**config.mk**
```make
export PLATFORM = sky130hd
export DESIGN_NAME = adder_2_serial_seq_flat
export DESIGN_NICKNAME = d
export VERILOG_FILES = /design/src/rtl/adder_2_serial_seq_if.sv /design/src/rtl/adder_2_serial_seq.sv /design/src/flat_wrapper.sv
export SDC_FILE = /design/constraint.sdc
export NUM_CORES = 1
export LEC_CHECK = 0
export CAP_MARGIN = 20
export CORE_UTILIZATION = 40
export DETAILED_ROUTE_END_ITERATION = 7
export PLACE_DENSITY_LB_ADDON = 0.3
export SYNTH_ARGS = -nofsm -noshare
export SYNTH_HDL_FRONTEND = slang
export SYNTH_SLANG_ARGS = --single-unit
```
**constraint.sdc**
```tcl
create_clock -name CLK -period 1.25 [get_ports CLK]
set_input_delay 0.3125 -clock CLK [delete_from_list [all_inputs] [get_ports CLK]]
set_output_delay 0.3125 -clock CLK [all_outputs]
set_load 0.005 [all_outputs]
```
**src/rtl/adder_2_serial_seq_if.sv**
```systemverilog
// Request/response bus for adder_2_serial_seq: start/operands in, busy/done/result out.
interface adder_2_serial_seq_if #(
  parameter int WIDTH = 8
) ();
  logic             start;
  logic [WIDTH-1:0] A_in;
  logic [WIDTH-1:0] B_in;
  logic             Cin_in;
  logic             busy;
  logic             done;
  logic [WIDTH-1:0] Sum;
  logic             Cout_out;
  logic             err;

  modport master (
    output start, A_in, B_in, Cin_in,
    input  busy, done, Sum, Cout_out, err
  );

  modport slave (
    input  start, A_in, B_in, Cin_in,
    output busy, done, Sum, Cout_out, err
  );
endinterface

```
**src/rtl/adder_2_serial_seq.sv**
```systemverilog
// Digit-serial sequencer feeding a combinational 2-bit adder stage, LSB slice first.
// Optional ADDER_XCHECK_EN compares the adder's core outputs against its ripple outputs.
module adder_2_serial_seq #(
  parameter int WIDTH = 8
) (
  input  logic                   CLK,
  input  logic                   RST,
  adder_2_serial_seq_if.slave    bus,
  output logic                   A0,
  output logic                   A1,
  output logic                   B0,
  output logic                   B1,
  output logic                   Cin,
  input  logic                   S0,
  input  logic                   S1,
  input  logic                   Cout,
  input  logic [1:0]             Core_Sum,
  input  logic                   Core_Cout
);
  localparam int NS = WIDTH / 2;
  localparam int CW = (NS > 1) ? $clog2(NS) : 1;

  typedef enum logic [1:0] {S_IDLE, S_RUN, S_DONE} state_t;

  state_t           r_state, w_next;
  logic [WIDTH-1:0] r_a_sh, r_b_sh, r_r_sh;
  logic             r_cr;
  logic [CW-1:0]    r_cnt;
  logic [WIDTH-1:0] r_sum;
  logic             r_cout;
  logic             w_run, w_last;
  logic [WIDTH-1:0] w_sh_next;

  // Result word with the current slice entering at the top.
  generate
    if (WIDTH == 2) begin : g_w2
      assign w_sh_next = {S1, S0};
    end else begin : g_wn
      assign w_sh_next = {S1, S0, r_r_sh[WIDTH-1:2]};
    end
  endgenerate

  assign w_run  = (r_state == S_RUN);
  assign w_last = (r_cnt == CW'(NS - 1));

  always_comb begin
    w_next = r_state;
    case (r_state)
      S_IDLE:  if (bus.start) w_next = S_RUN;
      S_RUN:   if (w_last)    w_next = S_DONE;
      S_DONE:  w_next = S_IDLE;
      default: w_next = S_IDLE;
    endcase
  end

  always_comb begin
    A0  = 1'b0;
    A1  = 1'b0;
    B0  = 1'b0;
    B1  = 1'b0;
    Cin = 1'b0;
    if (w_run) begin
      A0  = r_a_sh[0];
      A1  = r_a_sh[1];
      B0  = r_b_sh[0];
      B1  = r_b_sh[1];
      Cin = r_cr;
    end
  end

  always_ff @(posedge CLK) begin
    if (RST) begin
      r_state <= S_IDLE;
      r_a_sh  <= '0;
      r_b_sh  <= '0;
      r_r_sh  <= '0;
      r_cr    <= 1'b0;
      r_cnt   <= '0;
      r_sum   <= '0;
      r_cout  <= 1'b0;
    end else begin
      r_state <= w_next;
      case (r_state)
        S_IDLE: if (bus.start) begin
          r_a_sh <= bus.A_in;
          r_b_sh <= bus.B_in;
          r_cr   <= bus.Cin_in;
          r_cnt  <= '0;
        end
        S_RUN: begin
          r_a_sh <= r_a_sh >> 2;
          r_b_sh <= r_b_sh >> 2;
          r_r_sh <= w_sh_next;
          r_cr   <= Cout;
          r_cnt  <= r_cnt + 1'b1;
          if (w_last) begin
            r_sum  <= w_sh_next;
            r_cout <= Cout;
          end
        end
        default: ;
      endcase
    end
  end

`ifdef ADDER_XCHECK_EN
  logic r_err;

  // Sticky until reset or the next accepted start; never touches the result path.
  always_ff @(posedge CLK) begin
    if (RST) begin
      r_err <= 1'b0;
    end else if (r_state == S_IDLE && bus.start) begin
      r_err <= 1'b0;
    end else if (w_run && ({Core_Cout, Core_Sum} != {Cout, S1, S0})) begin
      r_err <= 1'b1;
    end
  end

  assign bus.err = r_err;
`else
  logic w_unused_core;
  assign w_unused_core = ^{Core_Sum, Core_Cout};
  assign bus.err       = 1'b0;
`endif

  assign bus.busy     = w_run;
  assign bus.done     = (r_state == S_DONE);
  assign bus.Sum      = r_sum;
  assign bus.Cout_out = r_cout;
endmodule
```
**src/flat_wrapper.sv**
```systemverilog
// flat-port wrapper written by rule: the top's interface ports become plain ports
module adder_2_serial_seq_flat 
#(
  parameter int WIDTH = 8
)
  (CLK, RST, A0, A1, B0, B1, Cin, S0, S1, Cout, Core_Sum, Core_Cout, bus_start, bus_A_in, bus_B_in, bus_Cin_in, bus_busy, bus_done, bus_Sum, bus_Cout_out, bus_err);
  adder_2_serial_seq_if #(.WIDTH(WIDTH)) bus_i ();
  input  logic CLK;
  input  logic RST;
  output logic A0;
  output logic A1;
  output logic B0;
  output logic B1;
  output logic Cin;
  input  logic S0;
  input  logic S1;
  input  logic Cout;
  input  logic [1:0] Core_Sum;
  input  logic Core_Cout;
  input wire logic [$bits(bus_i.start)-1:0] bus_start;
  input wire logic [$bits(bus_i.A_in)-1:0] bus_A_in;
  input wire logic [$bits(bus_i.B_in)-1:0] bus_B_in;
  input wire logic [$bits(bus_i.Cin_in)-1:0] bus_Cin_in;
  output wire logic [$bits(bus_i.busy)-1:0] bus_busy;
  output wire logic [$bits(bus_i.done)-1:0] bus_done;
  output wire logic [$bits(bus_i.Sum)-1:0] bus_Sum;
  output wire logic [$bits(bus_i.Cout_out)-1:0] bus_Cout_out;
  output wire logic [$bits(bus_i.err)-1:0] bus_err;
  assign bus_i.start = bus_start;
  assign bus_i.A_in = bus_A_in;
  assign bus_i.B_in = bus_B_in;
  assign bus_i.Cin_in = bus_Cin_in;
  assign bus_busy = bus_i.busy;
  assign bus_done = bus_i.done;
  assign bus_Sum = bus_i.Sum;
  assign bus_Cout_out = bus_i.Cout_out;
  assign bus_err = bus_i.err;
  adder_2_serial_seq #(.WIDTH(WIDTH)) u_core (.CLK(CLK), .RST(RST), .bus(bus_i), .A0(A0), .A1(A1), .B0(B0), .B1(B1), .Cin(Cin), .S0(S0), .S1(S1), .Cout(Cout), .Core_Sum(Core_Sum), .Core_Cout(Core_Cout));
endmodule
```
# After elaboration in Yosys (flattened, before gate mapping)
# Cells that the tools add are included.
classes:
  addsub: 1
  mul: 0
  div_mod_pow: 0
  n_lt_le_gt_ge: 0
  eq_ne: 5
  shifts: 0
  n_mux: 16
  bitwise_logic: 0
  reduce_logical: 5
op_table:
  columns: ["op", "n"]
  rows:
  - ["$pmux 8 s2", 2]
  - ["$mux 8", 2]
  - ["$pmux 2 s2", 2]
  - ["$mux 1", 6]
  - ["$mux 2", 3]
  - ["$reduce_and 2->1", 3]
  - ["$eq 2x2->1 const B", 2]
  - ["$add 2x1->2 const B", 1]
  - ["$eq 2x1->1 const B", 1]
  - ["$logic_not 2->1", 1]
  - ["$ne 2x1->1 const B", 1]
  - ["$ne 2x2->1 const B", 1]
  - ["$pmux 1 s2", 1]
  - ["$reduce_bool 2->1", 1]
totals:
  register_bits: 38
  latch_bits: 0
  ram_bits: 0
  romBits: 0
  input_bits: 26
  output_inout_bits: 17
  elab_cells: 35
  mem_count: 0

# Logic depth before layout (Yosys ltp)
depth:
  ltp_word: 3
  depth_mapped: 6

# Worst setup path before layout
# Ideal clock, no wire load.
synth_path:
  path_type: "register to output"
  startpoint: "reg u_core.r_state[1]"
  endpoint: "out A0"
  arrival_ns: 0.994
  required_time_ns: 0.938
  setup_slack_ns: -0.056
  path_stages_with_launch: 6
  cell_sequence: "dfxtp_1 -> buf_2 -> nand2b_4 -> inv_1 -> buf_4 -> and2_1"
synth_via:
  elab_chain_len: 2
synth_lines:
  columns: ["element", "line_no", "text"]
  rows:
  - ["start, declared", "adder_2_serial_seq.sv:25", "state_t r_state, w_next;"]
  - ["start signal, assigned", "adder_2_serial_seq.sv:82", "r_state <= w_next;"]
  - ["$eq 2x1->1", "adder_2_serial_seq.sv:43", "assign w_run = (r_state == S_RUN);"]
  - ["via bus_busy", "flat_wrapper.sv:24", "output wire logic [$bits(bus_i.busy)-1:0] bus_busy;"]
  - ["$mux 1", "adder_2_serial_seq.sv:62", "if (w_run) begin"]
  - ["end, declared", "flat_wrapper.sv:10", "output logic A0;"]
# The timed path passes the listed nets, and every way through them passes these cells.

# Worst setup path after layout
layout_path:
  startpoint: "reg u_core.r_state[1]"
  endpoint: "out Cin"
layout_via:
  elab_chain_len: 2
layout_lines:
  columns: ["element", "line_no", "text"]
  rows:
  - ["$eq 2x1->1", "adder_2_serial_seq.sv:43", null]
  - ["$mux 1", "adder_2_serial_seq.sv:62", null]
  - ["end, declared", "flat_wrapper.sv:14", "output logic Cin;"]
# Every way passes these cells.

==> metrics <==
post-synth top area share=0.455; sw frac=0.250; CORE AREA=roughly 3700 um^2; Psw=0.000611 W; Die Y=64.9 um; Routed Antenna Nets=0; Seq cells post-synth=36; DIE WIDTH=around 65 um; startpoint class of the critical path=flop; asr flop ratio synth=0; Top FF cell, synth=dfxtp_1; RSZ-0062 raised after global routing=yes; Pint=roughly 0.0018 W; share of power burned in the clock network=0.295; GPL Wtd Cong=between 0.7 and 0.8; Setup Skew=approximately 0.0044 ns; pin count of the biggest net entering global routing=22; Final Critical Period=roughly 1.5 ns; dpl cells=about 250; Post-synth EDFFs=0; leak pwr=just under 1 nW; First DRT Iteration DRCs=just over 90; CTS tree=done; Reg-to-Reg End=u_core.r_b_sh[1]$_SDFFE_PP0P_; H-tree levels=2; R2R setup slack=-0.03 ns; Clock Sink Count=36; Worst R2R Start=u_core.r_state[0]$_SDFFE_PP0P_; critical path arrival=roughly 1.2 ns; mapped cell area=about 1600 um^2; Fin Hold WS=~0.46 ns; hold path cells=2; syn_area_per_cell=9.37 um^2; failing checks=setup timing; reg2reg path depth=6; status=finished with violations; final hold violation count=0; Sequential Area=724 um^2; Multi-input gate area=approximately 860 um^2; final instance area=2360 um^2; post-synthesis cell type count=25; fmax=around 680 MHz; DP Wirelength=about 2.3 mm; worst min path class=flop to flop; Final WS setup=-0.215 ns; row cnt=22; drc violations=0; Max VDD drop=about 660 uV; first-pass GRT wire length=6.16 mm; Fillers=316; Logic pwr share=0.195; top cells by area, synth=dfxtp_1 45%, a211oi_2 11%, mux2i_1 8.8%; CTS buffer count=5; CP required=approximately 0.94 ns; router iterations before antenna repair=4; vias=around 1400; Area Growth Syn to Fin=48.9%; cell taking the most area after synthesis=dfxtp_1; CTS Hold Bufs=0; vias in the first global route=roughly 1400; Routed WL per cell=around 15 um; Fin Setup TNS=-0.983 ns; Max Slew Vio Count=0; Syn Nets=roughly 200; CTS root buffer=clkbuf_8; Skew-Pair Late Insertion Delay=between 0.2 and 0.3 ns; GRT Util Overall=0.194; placed cell area=about 2000 um^2; layout net count=250; PwrDens=between 1000 and 1500 nW/um^2; yosys warns=0; list of most frequent post-synthesis cells=36 x dfxtp_1, 30 x nand2_1, 19 x nor2_1; HP Start=u_core.bus.Sum[5]$_SDFFE_PP0P_; crit path max fanout=7; layout cell share with drive strength beyond 1=0.330; most common cell in the netlist=dfxtp_1; CP endpoint kind=output pin; part of the power in registers=0.509; die area=roughly 4200 um^2; initial antenna violation count=0; drt via density=between 5 and 6; Layout Cells excl Fill=269; number of max-cap violations=0; fin crit share=1.17; n_diodes=0; total I/O pin count=between 40 and 50; Clock Path Buffers=2; port bufs=38; Setup CP Type=flop to output pin; final WL=between 4 and 5 mm; setup violators final=13; clock-pin slew on the worst setup and hold paths=~0.06 ns; Synth Instances=169; sequential share of the synthesized area=0.455; remaining global-route overflow=0; initial core utilization=0.426; Hold Path End=u_core.bus.Sum[5]$_SDFFE_PP0P_
==> final cells by class <==
| type | instances | area share |
|---|---|---|
| well taps | 48 | 0.0255 |
| repair buffers | 60 | 0.269 |
| multi-input cells | 118 | 0.363 |
| inverters | 2 | 0.00531 |
| flip-flops and latches | 36 | 0.307 |
| clock buffers | 5 | 0.0292 |
==> metrics by stage <==
stage	worst slack, ns	power (W)	util
after floorplan	0.0167	0.00148	-
after global placement	-0.256	0.00161	0.548
after detailed placement	-0.323	0.00163	0.548
after CTS	-0.225	0.00240	0.604
after global routing	-0.251	0.00255	0.635
final	-0.215	0.00245	0.635
==> power by group through the flow <==
stage               logic, W  clock network [W]  registers (W)
finish              0.000478           0.000723        0.00125
global route        0.000509           0.000786        0.00125
CTS                 0.000433           0.000728        0.00124
detailed placement  0.000369                  0        0.00126
global placement    0.000357                  0        0.00126
floorplan           0.000234                  0        0.00125
==> state kept, by name, indices dropped and copies added (netlist names) <==
signal and cells:
u_core.r_b_sh 8, u_core.bus.Cout_out 1, u_core.r_r_sh 6, u_core.bus.Sum 8, u_core.r_cr 1, u_core.r_a_sh 8, u_core.r_cnt 2, u_core.r_state 2
==> critical path, cell delays in order, from the launching register on <==
cell and delay [ns]:
dfxtp_2 0.33, nand2b_4 0.14, inv_6 0.05, buf_6 0.11, and2_4 0.13, buf_6 0.11
==> worst max path at each step <==
stage                                   start                        endpoint  slack, ns  cells after the start
2_1_floorplan  u_core.r_state[1]$_SDFFE_PP0P_                              A0       0.02                      5
3_3_place_gp   u_core.r_state[1]$_SDFFE_PP0P_                             Cin      -0.26                      4
3_5_place_dp   u_core.r_state[0]$_SDFFE_PP0P_  u_core.bus.Sum[7]$_SDFFE_PP0P_      -0.32                      5
4_1_cts        u_core.r_state[1]$_SDFFE_PP0P_                              A0      -0.23                      4
5_1_grt        u_core.r_state[1]$_SDFFE_PP0P_                             Cin      -0.25                      5
6_report       u_core.r_state[1]$_SDFFE_PP0P_                             Cin      -0.21                      5
==> kinds of logic (layout without fill, tap and decap cells) <==
kind of cell               Yosys count  in the layout  synth area share
and+or+nand+nor                     63             64             0.182
AOI/OAI and AO/OA                   38             38             0.196
DFF                                 36             36             0.455
buffers and inverters               16             67            0.0679
muxes                               14             14            0.0885
adders and majority gates            1              1           0.00790
other                                1              1           0.00237
==> cell usage in the layout, fill, tap and decap left out, types with 2 or more instances in the layout <==
master | synthesis | layout
a211oi_2 | 14 | 14
a21oi_1 | 17 | 17
a22oi_1 | 3 | 2
and2_1 | 5 | 3
and2_4 | 0 | 2
and3b_2 | 0 | 2
buf_12 | 0 | 4
buf_2 | 5 | 4
buf_4 | 3 | 11
buf_6 | 4 | 5
clkbuf_16 | 0 | 3
clkbuf_8 | 0 | 5
clkdlybuf4s50_1 | 0 | 21
dfxtp_1 | 36 | 33
dfxtp_2 | 0 | 3
dlygate4sd2_1 | 0 | 9
mux2i_1 | 14 | 14
nand2_1 | 30 | 30
nand3b_1 | 2 | 2
nor2_1 | 19 | 9
nor2_2 | 0 | 9
nor2b_1 | 2 | 2
o21ai_0 | 2 | 2
==> per-layer routing <==
| metal | track usage | routed length (um) |
|---|---|---|
| met4 | 0.0778 | 97 |
| met1 | 0.226 | 1740 |
| met3 | 0.0563 | 182 |
| met5 | 0 | 0 |
| met2 | 0.331 | 2050 |
==> what timing repair did <==
| item | CTS | global route |
|---|---|---|
| gates resized for setup | 56 | 26 |
| pin swaps | 6 | 5 |
| setup buffers | 6 | 4 |
| setup endpoints to repair | 38 | 32 |
| cloned | 3 | 1 |
No activity file was read; power rests on OpenSTA's default activity.
